`config.mk`:
```
export PLATFORM = sky130hd
export DESIGN_NAME = wb_regfile_unit
export DESIGN_NICKNAME = d
export VERILOG_FILES = /design/src/rtl/wb_regfile_unit.sv
export SDC_FILE = /design/constraint.sdc
export NUM_CORES = 1
export LEC_CHECK = 0
export ABC_AREA = 1
export BUFFER_PORTS_ARGS = -buffer_cell sky130_fd_sc_hd__buf_4
export CAP_MARGIN = 10
export CORE_MARGIN = 3
export CORE_UTILIZATION = 47
export DETAILED_ROUTE_END_ITERATION = 12
export PLACE_DENSITY = 0.85
export REMOVE_ABC_BUFFERS = 1
export SLEW_MARGIN = 30
export SYNTH_ARGS = -nofsm -noshare
export SYNTH_HDL_FRONTEND = slang
export SYNTH_SLANG_ARGS = --single-unit
```
`constraint.sdc`:
```
create_clock -name clk -period 1.2 [get_ports clk]
set_input_delay 0.18 -clock clk [delete_from_list [all_inputs] [get_ports clk]]
set_output_delay 0.18 -clock clk [all_outputs]
set_load 0.05 [all_outputs]
```
`src/rtl/wb_regfile_unit.sv`:
```
// wb_regfile_unit -- writeback stage of the 8-bit Harvard pipelined RISC core.
//
// Commits MEM/WB results into architectural state:
//   - four 8-bit general registers (R3 doubles as the stack pointer)
//   - 4-bit condition-code register {V,C,N,Z} plus a shadow copy used by
//     interrupt entry (int_save) and RTI (rti_restore)
//   - a retired-instruction counter (wraps silently)
// Two combinational read ports feed the decode stage.
//
// Build option: define WB_BYPASS_EN to forward same-cycle writeback data onto
// the read ports. Without it the read ports show stored state only.
//
// Ports:
//   clk, reset        clock, synchronous active-high reset
//   wb_valid          MEM/WB slot holds a real instruction
//   wb_write_enable   instruction writes wb_dest_reg with wb_data
//   wb_dest_reg       destination register index
//   wb_data           result data
//   wb_flags          new CCR value {V,C,N,Z}
//   wb_update_sp      instruction updates R3 with wb_new_sp
//   wb_new_sp         new stack pointer value
//   int_save          pulse: shadow CCR <= CCR
//   rti_restore       pulse: CCR <= shadow CCR
//   rd_addr_a/b       read port indices
//   rd_data_a/b       read port data
//   sp_out            current R3
//   flags_out         current CCR
//   retired_count     count of committed valid instructions
module wb_regfile_unit #(
  parameter logic [7:0] SP_RESET     = 8'hFF,
  parameter int         RETIRE_CNT_W = 16
) (
  input  logic                    clk,
  input  logic                    reset,
  input  logic                    wb_valid,
  input  logic                    wb_write_enable,
  input  logic [1:0]              wb_dest_reg,
  input  logic [7:0]              wb_data,
  input  logic [3:0]              wb_flags,
  input  logic                    wb_update_sp,
  input  logic [7:0]              wb_new_sp,
  input  logic                    int_save,
  input  logic                    rti_restore,
  input  logic [1:0]              rd_addr_a,
  input  logic [1:0]              rd_addr_b,
  output logic [7:0]              rd_data_a,
  output logic [7:0]              rd_data_b,
  output logic [7:0]              sp_out,
  output logic [3:0]              flags_out,
  output logic [RETIRE_CNT_W-1:0] retired_count
);

  logic [7:0]              regs_q [4];
  logic [7:0]              regs_d [4];
  logic [3:0]              ccr_q, ccr_d;
  logic [3:0]              shadow_q, shadow_d;
  logic [RETIRE_CNT_W-1:0] count_q, count_d;

  logic reg_wr;
  logic sp_wr;

  assign reg_wr = wb_valid && wb_write_enable;
  assign sp_wr  = wb_valid && wb_update_sp;

  // Next-state for the register file. The general write is applied after the
  // SP update so that a POP R3 (dest=3 with SP update) keeps wb_data.
  always_comb begin
    for (int i = 0; i < 4; i++) begin
      regs_d[i] = regs_q[i];
    end
    if (sp_wr) begin
      regs_d[3] = wb_new_sp;
    end
    if (reg_wr) begin
      regs_d[wb_dest_reg] = wb_data;
    end
  end

  // CCR / shadow next-state. Both sides read the pre-edge values, so a
  // simultaneous save + restore swaps CCR and shadow. Restore outranks a
  // same-cycle flags write.
  always_comb begin
    ccr_d    = ccr_q;
    shadow_d = shadow_q;
    if (wb_valid) begin
      ccr_d = wb_flags;
    end
    if (rti_restore) begin
      ccr_d = shadow_q;
    end
    if (int_save) begin
      shadow_d = ccr_q;
    end
  end

  assign count_d = count_q + RETIRE_CNT_W'(wb_valid);

  always_ff @(posedge clk) begin
    if (reset) begin
      regs_q[0] <= 8'h00;
      regs_q[1] <= 8'h00;
      regs_q[2] <= 8'h00;
      regs_q[3] <= SP_RESET;
      ccr_q     <= 4'h0;
      shadow_q  <= 4'h0;
      count_q   <= '0;
    end else begin
      for (int i = 0; i < 4; i++) begin
        regs_q[i] <= regs_d[i];
      end
      ccr_q    <= ccr_d;
      shadow_q <= shadow_d;
      count_q  <= count_d;
    end
  end

  // Read ports, built identically for A and B.
  logic [1:0] rd_addr [2];
  logic [7:0] rd_data [2];

  assign rd_addr[0] = rd_addr_a;
  assign rd_addr[1] = rd_addr_b;

  genvar gi;
  generate
    for (gi = 0; gi < 2; gi++) begin : g_rd_port
`ifdef WB_BYPASS_EN
      // Forwarding priority follows the commit priority: register write
      // first, then the SP update for R3.
      always_comb begin
        rd_data[gi] = regs_q[rd_addr[gi]];
        if (reg_wr && (wb_dest_reg == rd_addr[gi])) begin
          rd_data[gi] = wb_data;
        end else if (sp_wr && (rd_addr[gi] == 2'd3)) begin
          rd_data[gi] = wb_new_sp;
        end
      end
`else
      assign rd_data[gi] = regs_q[rd_addr[gi]];
`endif
    end
  endgenerate

  assign rd_data_a     = rd_data[0];
  assign rd_data_b     = rd_data[1];
  assign sp_out        = regs_q[3];
  assign flags_out     = ccr_q;
  assign retired_count = count_q;

endmodule

```
Yosys cells after proc, flatten, opt, wreduce, memory -nomap -nowiden

Memories as Yosys holds them, arrays and structs flattened.
Index checks and enable logic that the tools add are counted.

Memory bits (writable): 32
Memories: 1
Input port bits: 33
Register bits after elaboration: 24

Memories:

| name   | words | width | rd ports | clocked after Yosys merged registers in | write ports | line | source |
|---|---|---|---|---|---|---|---|
| regs_q | 4     | 8     | 6        | 0                                       | 4           | 53   | `logic [7:0] regs_q [4];` |

Reductions and logical operators: 4
$lt $le $gt $ge: 2
Bitwise operators: 5
Add/sub/neg operators: 1
Muxes and demuxes: 14

Operators by type and width:

| cell                 | count |
|---|---|
| $mux W8              | 6 |
| $bwmux W32           | 1 |
| $mux W32             | 1 |
| $add A16 B1 Y16      | 1 |
| $demux W8 S2         | 1 |
| $mux W4              | 2 |
| $or A1 B1 Y1         | 4 |
| $ge A3 B3 Y1 const B | 1 |
| $logic_and A1 B1 Y1  | 3 |
| $lt A3 B1 Y1 const B | 1 |
| $mux W1              | 3 |
| $not A2 Y3           | 1 |
| $reduce_bool A2 Y1   | 1 |

Depth between registers and ports, before layout

Depth after elaboration: 8
Depth in mapped cells: 8
Mapped depth without buffers: 8

Worst setup path after synthesis

OpenSTA, ideal clock, no wires.

Path type: register -> register
Start: reg count_q[0] (netlist: retired_count[0])
End: reg count_q[10] (netlist: retired_count[10])
Period minus slack after synthesis: 1773 ps
Library setup time: 121 ps
Data arrival time: 1652 ps
Slack: -573 ps
Stages on the path, launching flop included: 8
Path through: dfxtp_1 ha_1 ha_1 nand2_1 nor2_2 nand2_1 o21ai_0 a21oi_1

Longest elaborated chain between the ends: 1

RTL lines:

| what                   | line | source |
|---|---|---|
| from (decl)            | 57   | `logic [RETIRE_CNT_W-1:0] count_q, count_d;` |
| from (signal assigned) | 113  | `count_q <= count_d;` |
| $add A16 B1 Y16        | 96   | `assign count_d = count_q + RETIRE_CNT_W'(wb_valid);` |

No other way between the ends.
A chain may end at the register's enable or synchronous reset.

==> reports/metrics.yaml <==
run_status:
  outcome: "finished with violations"
  violations: "negative setup slack"
route:
  route.final.wire_length_mm: 9.649
  routed_wire_length_per_instance_um: 16.87
  route.detailed.drc: 0
  num_vias: 3312
  antenna_left: 0
  first_iter_violations: 229
  via_per_inst: 5.790
  drtPass1Iterations: 6
logic_synthesis:
  post_synth_and_or_nand_nor_area_fraction_pct: 25.48
  synth-main-ff-cell: "sky130_fd_sc_hd__dfxtp_1"
  synth.top_cells.by_count: "sky130_fd_sc_hd__nor2_1 (117), sky130_fd_sc_hd__o21ai_0 (64), sky130_fd_sc_hd__dfxtp_1 (56)"
  netlist_instances: 393
  multiplexer_area_fraction_after_synthesis_pct: 0
  yosys.area_share.xor_xnor_pct: 0.6358
  synth-async-reset-ratio_pct: 0
  yosys.cell_count.top_type: "sky130_fd_sc_hd__nor2_1"
  fraction_of_the_mapped_netlist_area_in_adder_cells_pct: 1.362
  synth.lib_cells_used.distinct: 29
  synth.top_cells.by_area: "sky130_fd_sc_hd__dfxtp_1 (41%), sky130_fd_sc_hd__nor2_1 (16%), sky130_fd_sc_hd__o21ai_0 (12%)"
  synth.ff_latch_count: 56
  largest_family_of_logic_cells_by_synthesized_area: "simple AND/OR/NAND/NOR gates"
  synth-seq-area-share_pct: 40.69
  synth_enable_flop_cells: 0
  synthesis.area_per_instance_um2: 7.011
  synth_top_area_share_pct: 40.69
  yosys.area.top_type: "sky130_fd_sc_hd__dfxtp_1"
  synthesized_area_fraction_occupied_by_ao_oa_aoi_and_oai_cells_pct: 23.43
  syn_area_um2: 2755
  synth-warning-count: 0
sta:
  timing.final.crit_period_ps: 1360
  worst_pin_slew_ps: 333.9
  maxClockFrequency_mhz: 735.4
  setup-tns-final_ps: -2823
  max_slew_margin_vs_limit_pct: 77.71
  hold_viol: 0
  worst_clock_skew_ps: 3.381
  postLayoutSetupSlackWorst_ps: -159.8
  drv_slew: 0
  rsz0062_at_grt: "true"
  setup_viol_count_final: 30
  finalCritPeriodShare_pct: 113.3
grt:
  grt_first_pass_wirelength_mm: 13.44
  grt_start_max_net_pins: 39
  gr-usage-all-layers_pct: 25.47
  globalRoute.totalOverflow: 0
  vias_in_the_first_global_route: 2955
  grt_antenna_before_repair: 0
critical_path:
  cp_peak_stage_delay_ps: 380
  worst_r2r_path_depth: 7
  reg2reg_slack_ps: -130
  critical_path.reg2reg.startpoint: "retired_count[0]"
  cp-end-kind: "output port"
  criticalPathCategory: "reg -> out"
  crit_slowest_cell: "sky130_fd_sc_hd__dfxtp_4"
  critical_path_arrival_ps: 1180
  crit_path_max_fanout: 3
  critPathRequiredTime_ps: 1020
  r2r-end: "retired_count[8]"
  critical_path.cell_chain: "o21ai_2, o22ai_2, buf_6"
  worstSetupStartpointType: "flop"
clocking:
  worstSkewPairLatency_ps: 320
  ctsRootBufferMaster: "sky130_fd_sc_hd__clkbuf_8"
  clkSinkCount: 56
  cts_inserted_buffers: 5
  htree_levels: 2
  buffers_from_clock_root_to_sink_at_most: 2
  cts_tree: "built"
  cts.reportedPaths.clkPinSlew_ps: 110
placement:
  numPortBuffers: 76
  gp_routability_congestion: 0.8851
  preCtsSetupSlack_ps: -176.3
  dp_hpwl_mm: 6.033
finish:
  drive_above_1_share_pct: 43.80
  synthesis_to_layout_area_growth_pct: 51.73
  multi_input_comb_area_um2: 1697
  layout.area.seq_um2: 1189
  design.final.nets: 535
  layout.filler_cells: 420
  diodes: 0
die:
  core_area_um2: 5574
  fp.dieW_um: 82.57
  fp.dieH_um: 82.57
  placement_rows: 27
  effective_utilization_at_floorplan_pct: 49.43
  die_area_um2: 6817
  i_o_pin_count: 77
worst_hold_path:
  hold_end: "retired_count[5]"
  hp-class: "in -> reg"
  worst_hold_startpoint: "reset"
  timing.hold.worst_path_depth: 2
power_and_ir_drop:
  power.static_leakage_nw: 1.835
  power.density_nw_per_um2: 1013
  ir_worst_vdd_mv: 0.7884
  power_total_mw: 4.233
run:
  max_cap_viol_count: 0
-- worst max-delay path by stage --
stage	startpoint	endpoint	cells after the start
finish	flop	rd_data_b[0]	3
CTS	flop	rd_data_a[0]	3
detailed placement	retired_count[0]	retired_count[10]	7
global placement	retired_count[0]	retired_count[10]	7
floorplan	retired_count[0]	retired_count[10]	7
global route	flop	rd_data_b[3]	3
-- layout by cell type, fill, tap and decap left out, drive strengths merged --
master,netlist,routed
a21oi,23,23
o221ai,4,4
o21a,1,1
nand2,29,29
nor2,120,120
xor2,1,1
buf,9,112
clkinv,1,3
o21ai,64,64
nand4,2,2
nand3,8,8
clkbuf,4,5
xnor2,1,1
dfxtp,56,56
ha,3,3
nor3,11,11
o22ai,16,16
inv,32,33
o31ai,8,8
-- power breakdown --
part	switching (mW)	internal [mW]
Combinational	0.706	0.451
Sequential	0.0758	1.93
Clock	0.654	0.420
-- routing by layer --
| layer | track usage [%] | wire, µm | up-vias |
|---|---|---|---|
| met5 | 0 | 0 | - |
| li1 | - | - | 1541 |
| met3 | 5.423 | 999 | 42 |
| met1 | 30.87 | 3529 | 1516 |
| met2 | 44.47 | 4781 | 213 |
| met4 | 8.660 | 338 | 0 |
-- kinds of logic (layout without fill, tap and decap cells) --
| group | count (synthesis) | count (layout) |
|---|---|---|
| simple gates | 170 | 170 |
| fa+ha+maj | 3 | 3 |
| flops | 56 | 56 |
| xor+xnor | 2 | 2 |
| buf+inv | 46 | 153 |
| compound gates | 116 | 116 |
-- layout make-up --
class	count	share of cell area, %
Clock inverter	3	0.5388
Sequential cell	56	28.43
Tap cell	72	2.155
Multi-Input combinational cell	291	40.59
Inverter	33	3.113
Clock buffer	5	1.646
Timing Repair Buffer	112	23.53
-- per-stage QoR --
step	utilization [%]	hold slack [ps]	cell area, µm²	std cells
after global placement	63.46	401.5	3537	553
final	74.99	56.30	4180	572
after detailed placement	63.46	405.1	3537	553
after global routing	74.99	51.73	4180	572
after CTS	68.35	52.20	3810	568
after floorplan	-	249.1	2651	380
-- critical path, delay by kind of cell (launching register included) --
| kind | cells | cell delay, ps |
|---|---|---|
| AOI/OAI and AO/OA | 2 | 290 |
| buffers and inverters | 1 | 190 |
| DFF | 1 | 380 |
-- what timing repair did --
item	CTS	global route
endpoints found under the hold margin	0	0
gates resized for setup	58	111
endpoints found under the setup margin	31	32
buffers inserted	7	6
pin swaps	28	35
hold buffers	0	0
No activity file was read; power rests on OpenSTA's default activity.
